[src/rtl/umi_rr_arbiter.sv]
// umi_rr_arbiter: N-way packet arbiter with fixed-priority or round-robin
// selection. A grant is held for a whole packet, until the granted
// requester's last beat is accepted. If the holder stays silent for too many
// cycles, an idle timeout breaks the lock. The grant is registered and
// one-hot, so it can drive an external data mux directly.
module umi_rr_arbiter #(
    parameter int N  = 4,
    parameter int CW = 8
) (
    input  logic          clk,
    input  logic          reset,
    input  logic          mode,
    input  logic [N-1:0]  umi_in_mask,
    input  logic [N-1:0]  umi_in_valid,
    input  logic [N-1:0]  umi_in_last,
    output logic [N-1:0]  umi_in_ready,
    input  logic          umi_out_ready,
    output logic          umi_out_valid,
    output logic [N-1:0]  umi_grant,
    input  logic [CW-1:0] timeout,
    output logic          umi_abort
);

    localparam int            PW      = $clog2(N);
    localparam logic [CW-1:0] CNT_MAX = '1;

    typedef enum logic {
        IDLE = 1'b0,
        LOCK = 1'b1
    } state_t;

    state_t        state_q, state_d;
    logic [N-1:0]  grant_q, grant_d;
    logic [PW-1:0] ptr_q, ptr_d;
    logic [CW-1:0] idle_cnt_q, idle_cnt_d;
    logic          abort_q, abort_d;

    logic [N-1:0]  eligible;
    logic [N-1:0]  eligible_next;   // eligible set without the current holder
    logic [PW-1:0] grant_idx;
    logic [PW-1:0] ptr_after;       // pointer value after the holder releases
    logic          handshake;
    logic          last_beat;
    logic          timed_out;
    logic [CW:0]   idle_cnt_inc;

    // Isolate the lowest set bit (v & -v).
    function automatic logic [N-1:0] lowest_one(input logic [N-1:0] v);
        return v & (~v + N'(1));
    endfunction

    // Round-robin: the lowest requester at or above start, falling back to
    // the lowest overall (this is the wrap). Fixed priority: the lowest overall.
    function automatic logic [N-1:0] pick_winner(input logic [N-1:0]  req,
                                                 input logic          rr,
                                                 input logic [PW-1:0] start);
        logic [N-1:0] upper;
        upper = req & ~((N'(1) << start) - N'(1));
        if (rr && (upper != '0)) begin
            return lowest_one(upper);
        end
        return lowest_one(req);
    endfunction

    assign eligible      = umi_in_valid & ~umi_in_mask;
    assign eligible_next = eligible & ~grant_q;
    assign umi_grant     = grant_q;
    assign umi_in_ready  = grant_q & {N{umi_out_ready}};
    assign umi_out_valid = (state_q == LOCK) && ((umi_in_valid & grant_q) != '0);
    assign umi_abort     = abort_q;
    assign handshake     = umi_out_valid & umi_out_ready;
    assign last_beat     = (umi_in_last & grant_q) != '0;
    assign idle_cnt_inc  = {1'b0, idle_cnt_q} + (CW + 1)'(1);
    assign ptr_after     = (grant_idx == PW'(N - 1)) ? '0 : grant_idx + PW'(1);

    // The lock breaks on the idle cycle that brings the silent-cycle count up
    // to timeout. The >= comparison also fires if timeout is lowered mid-lock.
    assign timed_out = (state_q == LOCK) && (timeout != '0) && !umi_out_valid &&
                       (idle_cnt_inc >= {1'b0, timeout});

    // Binary index of the current one-hot holder.
    always_comb begin
        grant_idx = '0;
        for (int i = 0; i < N; i++) begin
            if (grant_q[i]) begin
                grant_idx = PW'(i);
            end
        end
    end

    // Next-state logic: arbitration from IDLE, plus hold/release/re-grant in LOCK.
    always_comb begin
        // NOTE: every variable gets its hold value first, so no path can leave
        // one unassigned and infer a latch.
        state_d    = state_q;
        grant_d    = grant_q;
        ptr_d      = ptr_q;
        idle_cnt_d = idle_cnt_q;
        abort_d    = 1'b0;
        unique case (state_q)
            IDLE: begin
                if (eligible != '0) begin
                    grant_d    = pick_winner(eligible, mode, ptr_q);
                    idle_cnt_d = '0;
                    state_d    = LOCK;
                end
            end
            LOCK: begin
                if (handshake) begin
                    idle_cnt_d = '0;
                end else if (!umi_out_valid && (idle_cnt_q != CNT_MAX)) begin
                    idle_cnt_d = idle_cnt_inc[CW-1:0];
                end
                if ((handshake && last_beat) || timed_out) begin
                    ptr_d      = ptr_after;
                    abort_d    = timed_out;
                    idle_cnt_d = '0;
                    if (eligible_next != '0) begin
                        grant_d = pick_winner(eligible_next, mode, ptr_after);
                    end else begin
                        grant_d = '0;
                        state_d = IDLE;
                    end
                end
            end
        endcase
    end

    // State register. Reset drops any lock at once and raises no abort.
    always_ff @(posedge clk or posedge reset) begin
        if (reset) begin
            state_q    <= IDLE;
            grant_q    <= '0;
            ptr_q      <= '0;
            idle_cnt_q <= '0;
            abort_q    <= 1'b0;
        end else begin
            // NOTE: non-blocking assignments, so every register samples the
            // pre-edge values and the update order inside this block does not matter.
            state_q    <= state_d;
            grant_q    <= grant_d;
            ptr_q      <= ptr_d;
            idle_cnt_q <= idle_cnt_d;
            abort_q    <= abort_d;
        end
    end

endmodule

[config.mk]
export PLATFORM = sky130hd
export DESIGN_NAME = umi_rr_arbiter
export DESIGN_NICKNAME = d
export VERILOG_FILES = /design/src/rtl/umi_rr_arbiter.sv
export SDC_FILE = /design/constraint.sdc
export NUM_CORES = 1
export LEC_CHECK = 0
export ABC_AREA = 1
export CAP_MARGIN = 30
export CORE_ASPECT_RATIO = 1.2
export CORE_MARGIN = 5
export CORE_UTILIZATION = 30
export CTS_CLUSTER_DIAMETER = 150
export DETAILED_ROUTE_END_ITERATION = 10
export PLACE_DENSITY = 0.53
export SETUP_SLACK_MARGIN = 0.3
export SLEW_MARGIN = 20
export SYNTH_ARGS = -nofsm -noshare
export SYNTH_HDL_FRONTEND = slang
export SYNTH_SLANG_ARGS = --single-unit
[constraint.sdc]
create_clock -name clk -period 3.2 [get_ports clk]
set_input_delay 0.48 -clock clk [delete_from_list [all_inputs] [get_ports clk]]
set_output_delay 0.48 -clock clk [all_outputs]
set_load 0.02 [all_outputs]
==> metrics <==
CTS tree done; max-cap violation count 0; Clock Pin Slew Worst Setup and Hold Paths ~0.06 ns; hold buffer count at CTS 0; wire per inst roughly 11 um; Post-Syn Area approximately 0.0016 mm^2; Hold Startpoint idle_cnt_q[5]$_DFFE_PP0P_; site row count 29; register area around 400 um^2; multi-input gate area in the final layout between 0.001 and 0.0015 mm^2; final routed DRC violation total 0; worst reg2reg setup slack around 0.70 ns; most common cell after layout, fill and taps aside nand2_1; PnR worst setup slack around 0.7 ns; routability congestion estimate 0.871; Critical Path End Type flip-flop; Setup Buffers After CTS 0; dpl ws roughly 0.68 ns; Worst-Skew Late Latency approximately 0.24 ns; placed instance area 0.00202 mm^2; Cell Pwr Density 657 mW/mm^2; post-route cell area about 0.002 mm^2; maximum fanout along the worst path 9; top post-synthesis cells by area dfrtp_1 25%, nand2_1 17%, inv_1 9.5%; largest net degree at the start of global routing 17; kind of critical path reg2reg; Yosys cell types 31; Total GRT Usage 0.112; crit path launch idle_cnt_q[0]$_DFFE_PP0P_; Post-synth ARST share 1.00; Port Buffer Count 33; post-CTS sizing 0; DR vias/cell between 4 and 5; number of synthesized flops with an enable pin 0; first-pass GRT wire length about 6600 um; fmax between 400 and 500 MHz; synth-to-layout area growth 27.6%; Diodes inserted 0; Util after Layout 0.391; Initial Utilization 0.307; # fillers between 500 and 600; clock root cell clkbuf_8; fin crit period around 2.5 ns; die area 0.00695 mm^2; Data arrival, critical path 2.63 ns; final hold violation count 0; synthesized net count ~290; ratio of cells with drive above 1 in the final layout 0.118; Worst VDD drop roughly 0.30 mV; Final Max Tran Viols 0; CTS Sinks 16; R2R Path Start idle_cnt_q[0]$_DFFE_PP0P_; htree depth 1; area leader, netlist dfrtp_1; final setup fails 0; Worst Skew between 0.004 and 0.005 ns; synthesized instance count between 200 and 300; commonest cells after routing, fill and taps aside 73 x nand2_1, 41 x inv_1, 33 x clkdlybuf4s50_1; Final Cycle Share 0.780; Worst setup SP type flip-flop; routed vias between 1500 and 2000; Most used DFF post-synth dfrtp_1; IO Count 34; 1st-pass router iterations 4; worst path required time 3.33 ns; area share of the largest cell type after synthesis 0.248; initial antenna violation count 0; clock buffer depth 2; synth warn 0; core outline area around 0.0053 mm^2; Final ANT Viol Nets 0; RSZ-0062 raised after global routing false; relative max-transition margin 0.586; mean cell area of the mapped netlist ~6.4 um^2; gr ovfl total 0; Worst-Margin Slew 0.620 ns; hpwl dp between 3000 and 4000 um; total CTS buffers 3; vias in the first global route 1505; P_leak 1.14 nW; worst hold path type reg2reg; die height ~90 um; FF+latch count, synth 16; final net count approximately 320; status finished, final reports clean; DRT iter0 DRCs 69; sequential fraction of the synthesis area 0.248; drt total wl roughly 3900 um; die span in x approximately 77 um; setup total negative slack 0 ns
-- where the power goes --
group / leakage [nW] / internal (mW) / switching, mW
Clock: 0.0216 / 0.0831 / 0.0614
Sequential: 0.206 / 0.267 / 0.0872
Combinational: 0.916 / 0.335 / 0.519
Total: 1.14 / 0.685 / 0.668
-- registers in the layout, summed over array words and instances (netlist names) --
signal / flops
idle_cnt_q: 8
umi_grant: 4
ptr_q: 2
state_q: 1
umi_abort: 1
-- final timing paths --
| path | to | cells after the start |
|---|---|---|
| setup / recovery | idle_cnt_q[3]$_DFFE_PP0P_ | 20 |
| hold / removal | idle_cnt_q[5]$_DFFE_PP0P_ | 2 |
| setup reg to reg | idle_cnt_q[3]$_DFFE_PP0P_ | 20 |
| hold reg to reg | idle_cnt_q[5]$_DFFE_PP0P_ | 2 |
| max in group asynchronous | ptr_q[1]$_DFFE_PP0P_ | 2 |
| min in group asynchronous | state_q$_DFF_PP0_ | 2 |
-- per-layer routing --
layer  share of wire  GRT usage  wire [um]  vias up
met5               0          0          0        -
met4           0.011     0.0394         42        0
met3           0.033     0.0130        128        2
met2            0.52      0.216       2050       23
met1            0.43      0.123       1690      696
li1                -          -          -      864
-- worst max-delay path, cell delays in order (launching register included) --
cell	delay, ns
dfrtp_1	0.42
ha_1	0.23
nand2_1	0.13
inv_1	0.07
nand2_1	0.07
xor2_1	0.18
inv_1	0.06
ha_1	0.29
nand2_1	0.07
nor2_1	0.10
nand2_1	0.05
nand3_1	0.06
nand2_1	0.05
nand2_1	0.05
nand2_1	0.04
nand2_1	0.09
nand2_4	0.08
nand3_4	0.12
nand2_4	0.10
nand2_1	0.07
nand2_1	0.05
-- cells in the mapped netlist, types with 2 or more instances --
master / instances
nand2_1: 73
inv_1: 41
nand3_1: 24
nor2_1: 24
dfrtp_1: 16
inv_2: 13
ha_1: 11
o21ai_0: 7
a21oi_1: 4
o21ai_1: 4
nand2_4: 3
nand4_1: 3
nor2_2: 3
a31oi_1: 2
nand2_2: 2
nor2_4: 2
nor3_1: 2
o211ai_1: 2
o22ai_2: 2
xnor2_1: 2
xor2_1: 2
-- cell families (layout without fill, tap and decap cells) --
| logic type | Yosys count | count (layout) | share of synthesized area |
|---|---|---|---|
| flops | 16 | 16 | 0.248 |
| simple gates | 142 | 142 | 0.420 |
| fa+ha+maj | 11 | 11 | 0.0853 |
| buf+inv | 55 | 90 | 0.128 |
| compound gates | 24 | 24 | 0.0969 |
| xor+xnor | 4 | 4 | 0.0217 |
-- through the flow --
stage	total power [mW]	std cells	hold WS [ns]
CTS	1.37	349	0.519
global placement	1.22	346	0.492
detailed placement	1.22	346	0.500
floorplan	0.960	252	0.394
finish	1.35	349	0.510
global route	1.50	349	0.557
-- layout make-up --
type | count | area share
well taps | 62 | 0.0377
repair buffers | 33 | 0.160
clock buffers | 3 | 0.0200
flip-flops and latches | 16 | 0.194
inverters | 54 | 0.0984
multi-input cells | 181 | 0.489
Note: power is estimated with default switching activity, not from simulation.
